==> config.mk <==
export PLATFORM = sky130hd
export DESIGN_NAME = speed_tick_gen_flat
export DESIGN_NICKNAME = d
export VERILOG_FILES = /design/src/rtl/speed_pkg.sv /design/src/rtl/speed_tick_gen_if.sv /design/src/rtl/speed_divider.sv /design/src/rtl/speed_tick_gen.sv /design/src/flat_wrapper.sv
export SDC_FILE = /design/constraint.sdc
export NUM_CORES = 1
export LEC_CHECK = 0
export BUFFER_PORTS_ARGS = -buffer_cell sky130_fd_sc_hd__buf_2
export CAP_MARGIN = 20
export CORE_MARGIN = 2
export CORE_UTILIZATION = 36
export DETAILED_ROUTE_END_ITERATION = 10
export SYNTH_ARGS = -nofsm -noshare
export SYNTH_HDL_FRONTEND = slang
export SYNTH_SLANG_ARGS = --single-unit
export TNS_END_PERCENT = 100
==> constraint.sdc <==
create_clock -name clk -period 3.05 [get_ports clk]
set_input_delay 0.4575 -clock clk [delete_from_list [all_inputs] [get_ports clk]]
set_output_delay 0.4575 -clock clk [all_outputs]
set_load 0.005 [all_outputs]
==> src/rtl/speed_pkg.sv <==
// Shared types and default constants for the game-speed tick generator.
package speed_pkg;

  localparam int unsigned LEVEL_W              = 3;
  localparam int unsigned BASE_HALF_DEF        = 12_500_000;
  localparam int unsigned BOOST_PERIODS_DEF    = 16;
  localparam int unsigned COOLDOWN_PERIODS_DEF = 32;

  typedef enum logic [1:0] {
    IDLE     = 2'd0,
    BOOST    = 2'd1,
    COOLDOWN = 2'd2
  } boost_state_t;

  // Larger of two unsigned constants, used for counter sizing.
  function automatic int unsigned max_u(input int unsigned a, input int unsigned b);
    return (a > b) ? a : b;
  endfunction

endpackage

==> src/rtl/speed_tick_gen_if.sv <==
// Level/boost request inputs and rate/boost status outputs of the tick generator.
interface speed_tick_gen_if;

  logic [speed_pkg::LEVEL_W-1:0] level;
  logic                          boost_req;
  logic                          speed_out;
  logic                          tick;
  logic                          boost_en;
  logic                          boost_ready;

  modport master (
    output level, boost_req,
    input  speed_out, tick, boost_en, boost_ready
  );

  modport slave (
    input  level, boost_req,
    output speed_out, tick, boost_en, boost_ready
  );

endinterface

==> src/rtl/speed_divider.sv <==
// Level-controlled clock divider producing a flop-driven square wave and a rise tick.
module speed_divider
  import speed_pkg::*;
#(
  parameter int unsigned BASE_HALF = BASE_HALF_DEF
) (
  input  logic               clk,
  input  logic               rst_n,
  input  logic [LEVEL_W-1:0] level,
  output logic               speed_out,
  output logic               tick
);

  // Half-period is stored minus one so BASE_HALF itself never needs an extra bit.
  localparam int unsigned CNT_W = $clog2(BASE_HALF);

  // Half-period minus one for a given level; never below a one-cycle half period.
  function automatic logic [CNT_W-1:0] half_m1_of(input logic [LEVEL_W-1:0] lvl);
    int unsigned h;
    h = BASE_HALF >> lvl;
    if (h == 0) h = 1;
    return CNT_W'(h - 1);
  endfunction

  logic [CNT_W-1:0] cnt;
  logic [CNT_W-1:0] half_m1_q;
  logic [CNT_W-1:0] half_m1_live;
  logic [CNT_W-1:0] half_m1_eff;
  logic             armed;
  logic             wrap_c;

  // Until the first edge after reset the live level defines the half period.
  always_comb begin
    half_m1_live = half_m1_of(level);
    half_m1_eff  = armed ? half_m1_q : half_m1_live;
    wrap_c       = (cnt == half_m1_eff);
  end

  // Counter, toggle flop and rise tick; level is only latched at toggle boundaries.
  always_ff @(posedge clk or negedge rst_n) begin
    if (!rst_n) begin
      cnt       <= '0;
      half_m1_q <= '0;
      armed     <= 1'b0;
      speed_out <= 1'b0;
      tick      <= 1'b0;
    end else begin
      armed <= 1'b1;
      tick  <= 1'b0;
      if (wrap_c) begin
        cnt       <= '0;
        speed_out <= ~speed_out;
        tick      <= ~speed_out;
        half_m1_q <= half_m1_live;
      end else begin
        cnt <= cnt + CNT_W'(1);
        if (!armed) half_m1_q <= half_m1_live;
      end
    end
  end

endmodule

==> src/rtl/speed_tick_gen.sv <==
// Game-speed rate source: level-controlled divider plus boost/cooldown timer.
module speed_tick_gen
  import speed_pkg::*;
#(
  parameter int unsigned BASE_HALF        = BASE_HALF_DEF,
  parameter int unsigned BOOST_PERIODS    = BOOST_PERIODS_DEF,
  parameter int unsigned COOLDOWN_PERIODS = COOLDOWN_PERIODS_DEF
) (
  input  logic             clk,
  input  logic             rst_n,
  speed_tick_gen_if.slave  bus
);

  localparam int unsigned PCNT_W = $clog2(max_u(BOOST_PERIODS, COOLDOWN_PERIODS) + 1);

  logic              tick;
  boost_state_t      state, state_nxt;
  logic [PCNT_W-1:0] pcnt, pcnt_nxt;
  logic              boost_en_q;
  logic              boost_ready_q;

  speed_divider #(
    .BASE_HALF (BASE_HALF)
  ) u_div (
    .clk       (clk),
    .rst_n     (rst_n),
    .level     (bus.level),
    .speed_out (bus.speed_out),
    .tick      (tick)
  );

  assign bus.tick        = tick;
  assign bus.boost_en    = boost_en_q;
  assign bus.boost_ready = boost_ready_q;

  // Boost next-state: requests only honoured in IDLE, phases measured in ticks.
  always_comb begin
    state_nxt = state;
    pcnt_nxt  = pcnt;
    case (state)
      IDLE: begin
        if (bus.boost_req) begin
          state_nxt = BOOST;
          pcnt_nxt  = '0;
        end
      end
      BOOST: begin
        if (tick) begin
          if (pcnt == PCNT_W'(BOOST_PERIODS - 1)) begin
            state_nxt = COOLDOWN;
            pcnt_nxt  = '0;
          end else begin
            pcnt_nxt = pcnt + PCNT_W'(1);
          end
        end
      end
      COOLDOWN: begin
        if (tick) begin
          if (pcnt == PCNT_W'(COOLDOWN_PERIODS - 1)) begin
            state_nxt = IDLE;
            pcnt_nxt  = '0;
          end else begin
            pcnt_nxt = pcnt + PCNT_W'(1);
          end
        end
      end
      default: begin
        state_nxt = IDLE;
        pcnt_nxt  = '0;
      end
    endcase
  end

  // State, period count and status flops decoded from the upcoming state.
  always_ff @(posedge clk or negedge rst_n) begin
    if (!rst_n) begin
      state         <= IDLE;
      pcnt          <= '0;
      boost_en_q    <= 1'b0;
      boost_ready_q <= 1'b1;
    end else begin
      state         <= state_nxt;
      pcnt          <= pcnt_nxt;
      boost_en_q    <= (state_nxt == BOOST);
      boost_ready_q <= (state_nxt == IDLE);
    end
  end

endmodule

==> src/flat_wrapper.sv <==
// flat-port wrapper written by rule: the top's interface ports become plain ports
module speed_tick_gen_flat import speed_pkg::*;
#(
  parameter int unsigned BASE_HALF        = BASE_HALF_DEF,
  parameter int unsigned BOOST_PERIODS    = BOOST_PERIODS_DEF,
  parameter int unsigned COOLDOWN_PERIODS = COOLDOWN_PERIODS_DEF
)
  (clk, rst_n, bus_level, bus_boost_req, bus_speed_out, bus_tick, bus_boost_en, bus_boost_ready);
  speed_tick_gen_if bus_i ();
  input  logic clk;
  input  logic rst_n;
  input wire logic [$bits(bus_i.level)-1:0] bus_level;
  input wire logic [$bits(bus_i.boost_req)-1:0] bus_boost_req;
  output wire logic [$bits(bus_i.speed_out)-1:0] bus_speed_out;
  output wire logic [$bits(bus_i.tick)-1:0] bus_tick;
  output wire logic [$bits(bus_i.boost_en)-1:0] bus_boost_en;
  output wire logic [$bits(bus_i.boost_ready)-1:0] bus_boost_ready;
  assign bus_i.level = bus_level;
  assign bus_i.boost_req = bus_boost_req;
  assign bus_speed_out = bus_i.speed_out;
  assign bus_tick = bus_i.tick;
  assign bus_boost_en = bus_i.boost_en;
  assign bus_boost_ready = bus_i.boost_ready;
  speed_tick_gen #(.BASE_HALF(BASE_HALF), .BOOST_PERIODS(BOOST_PERIODS), .COOLDOWN_PERIODS(COOLDOWN_PERIODS)) u_core (.clk(clk), .rst_n(rst_n), .bus(bus_i));
endmodule
==> flow_metrics.env <==
export IMPL_run_status="finished clean"
export IMPL_maxSlewViolCount=0
export IMPL_yosysWarningCount=0
export IMPL_cts_tree="built"
export IMPL_worstSetupEndpointType="flop"
export IMPL_number_of_global_route_vias_before_repair=2664
export IMPL_synthTopCellsByArea="sky130_fd_sc_hd__dfrtp_1, sky130_fd_sc_hd__xor2_1, sky130_fd_sc_hd__xnor2_1"
export IMPL_path_max_fanout=24
export IMPL_min_path_type="in2reg"
export IMPL_setup_worst_path_class="reg2reg"
export IMPL_placed_cells=516
export IMPL_detail_route_first_pass_iterations=4
export IMPL_routed_wl_um=7651
export IMPL_synth_area_leader_cell="sky130_fd_sc_hd__dfrtp_1"
export IMPL_irDropWorstVdd_mv=0.3684
export IMPL_design_core_area_um2=9729
export IMPL_worstPathRequired_ns=3.28
export IMPL_leakage_nw=1.779
export IMPL_maxSlewHeadroom=0.6410
export IMPL_post_drt_wl_per_cell_um=14.35
export IMPL_worst_clock_skew_ns=0.007171
export IMPL_layoutNonFillerInstCount=533
export IMPL_finalNetCount=407
export IMPL_areaGrowthSynthToFinish_pct=12.22
export IMPL_finalSetupViolCount=0
export IMPL_die_h_um=104.0
export IMPL_clkTransAtPathRegs_ns=0.07
export IMPL_synth_cells=380
export IMPL_drt_iter0_markers=136
export IMPL_synth_seq_area_share=0.4240
export IMPL_most_common_cell_after_layout_fill_and_taps_aside="sky130_fd_sc_hd__dfrtp_1"
export IMPL_routed_via_density=5.062
export IMPL_route_vias_total=2698
export IMPL_die_outline_area_um2=10830
export IMPL_critical_path_n_buffers_inverters=3
export IMPL_critical_path_startpoint_type="flop"
export IMPL_critical_path_slowest_cell="sky130_fd_sc_hd__dfrtp_1"
export IMPL_min_period_ns=2.684
export IMPL_netlist_area_leader_share=0.4167
export IMPL_critical_path_max_stage_delay_ns=0.39
export IMPL_power_density_nw_per_um2=501.6
export IMPL_layout_cells_most_common_list="sky130_fd_sc_hd__dfrtp_1, sky130_fd_sc_hd__nor2_1, sky130_fd_sc_hd__nand2_1"
export IMPL_final_min_period_over_clock_period=0.8799
export IMPL_postSynth_topFlopCell="sky130_fd_sc_hd__dfrtp_1"
export IMPL_largest_net_degree_at_the_start_of_global_routing=30
export IMPL_routabilityCongestion=0.8646
export IMPL_layout_drive_gt1_share=0.1475
export IMPL_max_cap_viol_count=0
export IMPL_finalHoldViolCount=0
export IMPL_syn_num_nets=392
export IMPL_tightestPinTransition_ns=0.5344
export IMPL_post_route_drc_count=0
export IMPL_ios=10
export IMPL_route_antenna_remaining_nets=0
export IMPL_mappedNetlistArea_um2=3603
export IMPL_clock_path_buffers=2
export IMPL_postSynth_asyncResetShare=1.000
export IMPL_ant_cells=0
export IMPL_ys_ff_latch=61
export IMPL_worst_endpoint_arrival_ns=2.91
export IMPL_grt_ovfl_total=0
export IMPL_utilization=0.4156
export IMPL_clock_insertion_delay_worst_skew_ns=0.34
export IMPL_syn_area_per_cell_um2=9.483
export IMPL_dp_slack_ns=0.09753
export IMPL_clockRootBuffer="sky130_fd_sc_hd__clkbuf_8"
export IMPL_critical_path_cell_chain="inv_1 > buf_4 > nor2_1 > o21a_1 > a2111oi_2 > nand4_2 > o31ai_4 > buf_12 > mux2_2"
export IMPL_layout_setup_ws_ns=0.3662
export IMPL_rsz_0062_raised_after_global_routing="no"
export IMPL_antenna_found_initial=0
export IMPL_grt_pass1_wl_um=12930
export IMPL_numPortBuffers=9
export IMPL_die_x_um=104.0
export IMPL_grt_usage=0.1494
export IMPL_timing_fmax_ghz=0.3726
export IMPL_synth_enable_flop_cells=0
export IMPL_synth_lib_cells_used_distinct=58
export IMPL_rows=36
export IMPL_post_cts_resized_instances=0
export IMPL_critical_path_top_delay_family="compound AO/OA/AOI/OAI gates"
export IMPL_inserted_clock_buffers=9
export IMPL_numClockSinks=61
export IMPL_ctsHtreeMaxLevel=3
export IMPL_start_util=0.3704
export IMPL_finalSetupTns_ns=0
export IMPL_dp_hpwl_um=5739
## report_power, final
group,switching (mW),internal (mW),total [mW]
registers,0.0382,0.877,0.915
clock network,0.310,0.443,0.753
logic,0.210,0.151,0.361
## worst reg2reg max path: cells and delay by family, from the launching register on
kind | cells | cell delay [ns]
AO/OA/AOI/OAI | 3 | 0.88
buffers and inverters | 3 | 0.64
flip-flops | 1 | 0.39
multiplexers | 1 | 0.37
AND/OR/NAND/NOR | 2 | 0.28
## synth_stat cells (4+ instances only)
master	instances
sky130_fd_sc_hd__dfrtp_1	60
sky130_fd_sc_hd__nor2_1	44
sky130_fd_sc_hd__nand2_1	28
sky130_fd_sc_hd__xor2_1	24
sky130_fd_sc_hd__xnor2_1	20
sky130_fd_sc_hd__inv_1	19
sky130_fd_sc_hd__a21oi_1	16
sky130_fd_sc_hd__nand3_1	16
sky130_fd_sc_hd__o21ai_0	14
sky130_fd_sc_hd__mux2_1	12
sky130_fd_sc_hd__mux2i_1	11
sky130_fd_sc_hd__clkbuf_1	10
sky130_fd_sc_hd__nor3_1	7
sky130_fd_sc_hd__buf_4	6
sky130_fd_sc_hd__ha_1	6
sky130_fd_sc_hd__o31ai_1	6
sky130_fd_sc_hd__and3_1	5
sky130_fd_sc_hd__mux2_2	5
sky130_fd_sc_hd__nand2b_1	5
sky130_fd_sc_hd__buf_2	4
sky130_fd_sc_hd__nor2b_1	4
## sequential cells by signal, summed over array words and instances (netlist names)
signal                  flops
u_core.u_div.cnt           24
u_core.u_div.half_m1_q     24
u_core.pcnt                 6
u_core.state                2
u_core.bus.boost_en         1
u_core.bus.boost_ready      1
u_core.u_div.armed          1
u_core.u_div.speed_out      1
u_core.u_div.tick           1
## repair_timing
action / in CTS / in global routing
endpoints found under the hold margin: 7 / 0
setup buffers: 0 / 0
hold buffers: 1 / 0
## stage by stage
step	hold WS [ns]	total power [mW]	area, um2
finish	0.4720	2.028	4044
global route	0.4836	2.147	4044
CTS	0.4563	2.062	4044
detailed placement	0.3354	1.293	3822
global placement	0.3348	1.282	3822
floorplan	0.1619	1.180	3603
## cell families (layout without fill, tap and decap cells)
logic type / after synthesis / count (layout) / share of synthesized area
xor gates and xnor gates: 44 / 44 / 0.1069
buffers and inverters: 45 / 65 / 0.06076
muxes: 28 / 28 / 0.08368
DFF: 61 / 61 / 0.4240
and+or+nand+nor: 129 / 129 / 0.1743
adders and majority gates: 6 / 6 / 0.02083
AOI/OAI and AO/OA: 66 / 66 / 0.1285
other: 1 / 1 / 0.001041
## layer usage
metal  GRT usage  up-vias  wire length [um]
li1            -     1335                 -
met1      0.1935     1288              3517
met2      0.2340       53              3588
met3     0.03885       22               324
met4     0.06853        0               221
met5           0        -                 0
## cell type report
cell class                      instances  area, um2
Fill cell                             983       5685
Tap cell                              133      166.4
Clock inverter                          3      42.54
Timing Repair Buffer                   28      202.7
Inverter                               21      78.83
Sequential cell                        61       1528
Multi-Input combinational cell        274       1857
Clock buffer                           13      168.9
## worst paths after layout
check | slack, ns | end | cells past startpoint | from
min in group asynchronous | 0.50 | u_core.pcnt[3] | 2 | rst_n
worst max register to register | 0.37 | u_core.u_div.half_m1_q[23] | 9 | u_core.u_div.armed
worst min register to register | 0.49 | u_core.u_div.half_m1_q[19] | 1 | u_core.u_div.half_m1_q[19]
worst max-delay path | 0.37 | u_core.u_div.half_m1_q[23] | 9 | u_core.u_div.armed
worst min-delay path | 0.47 | u_core.state[1] | 3 | bus_boost_req
max in group asynchronous | 1.90 | u_core.u_div.half_m1_q[13] | 3 | rst_n
Note: power is estimated with default switching activity, not from simulation.
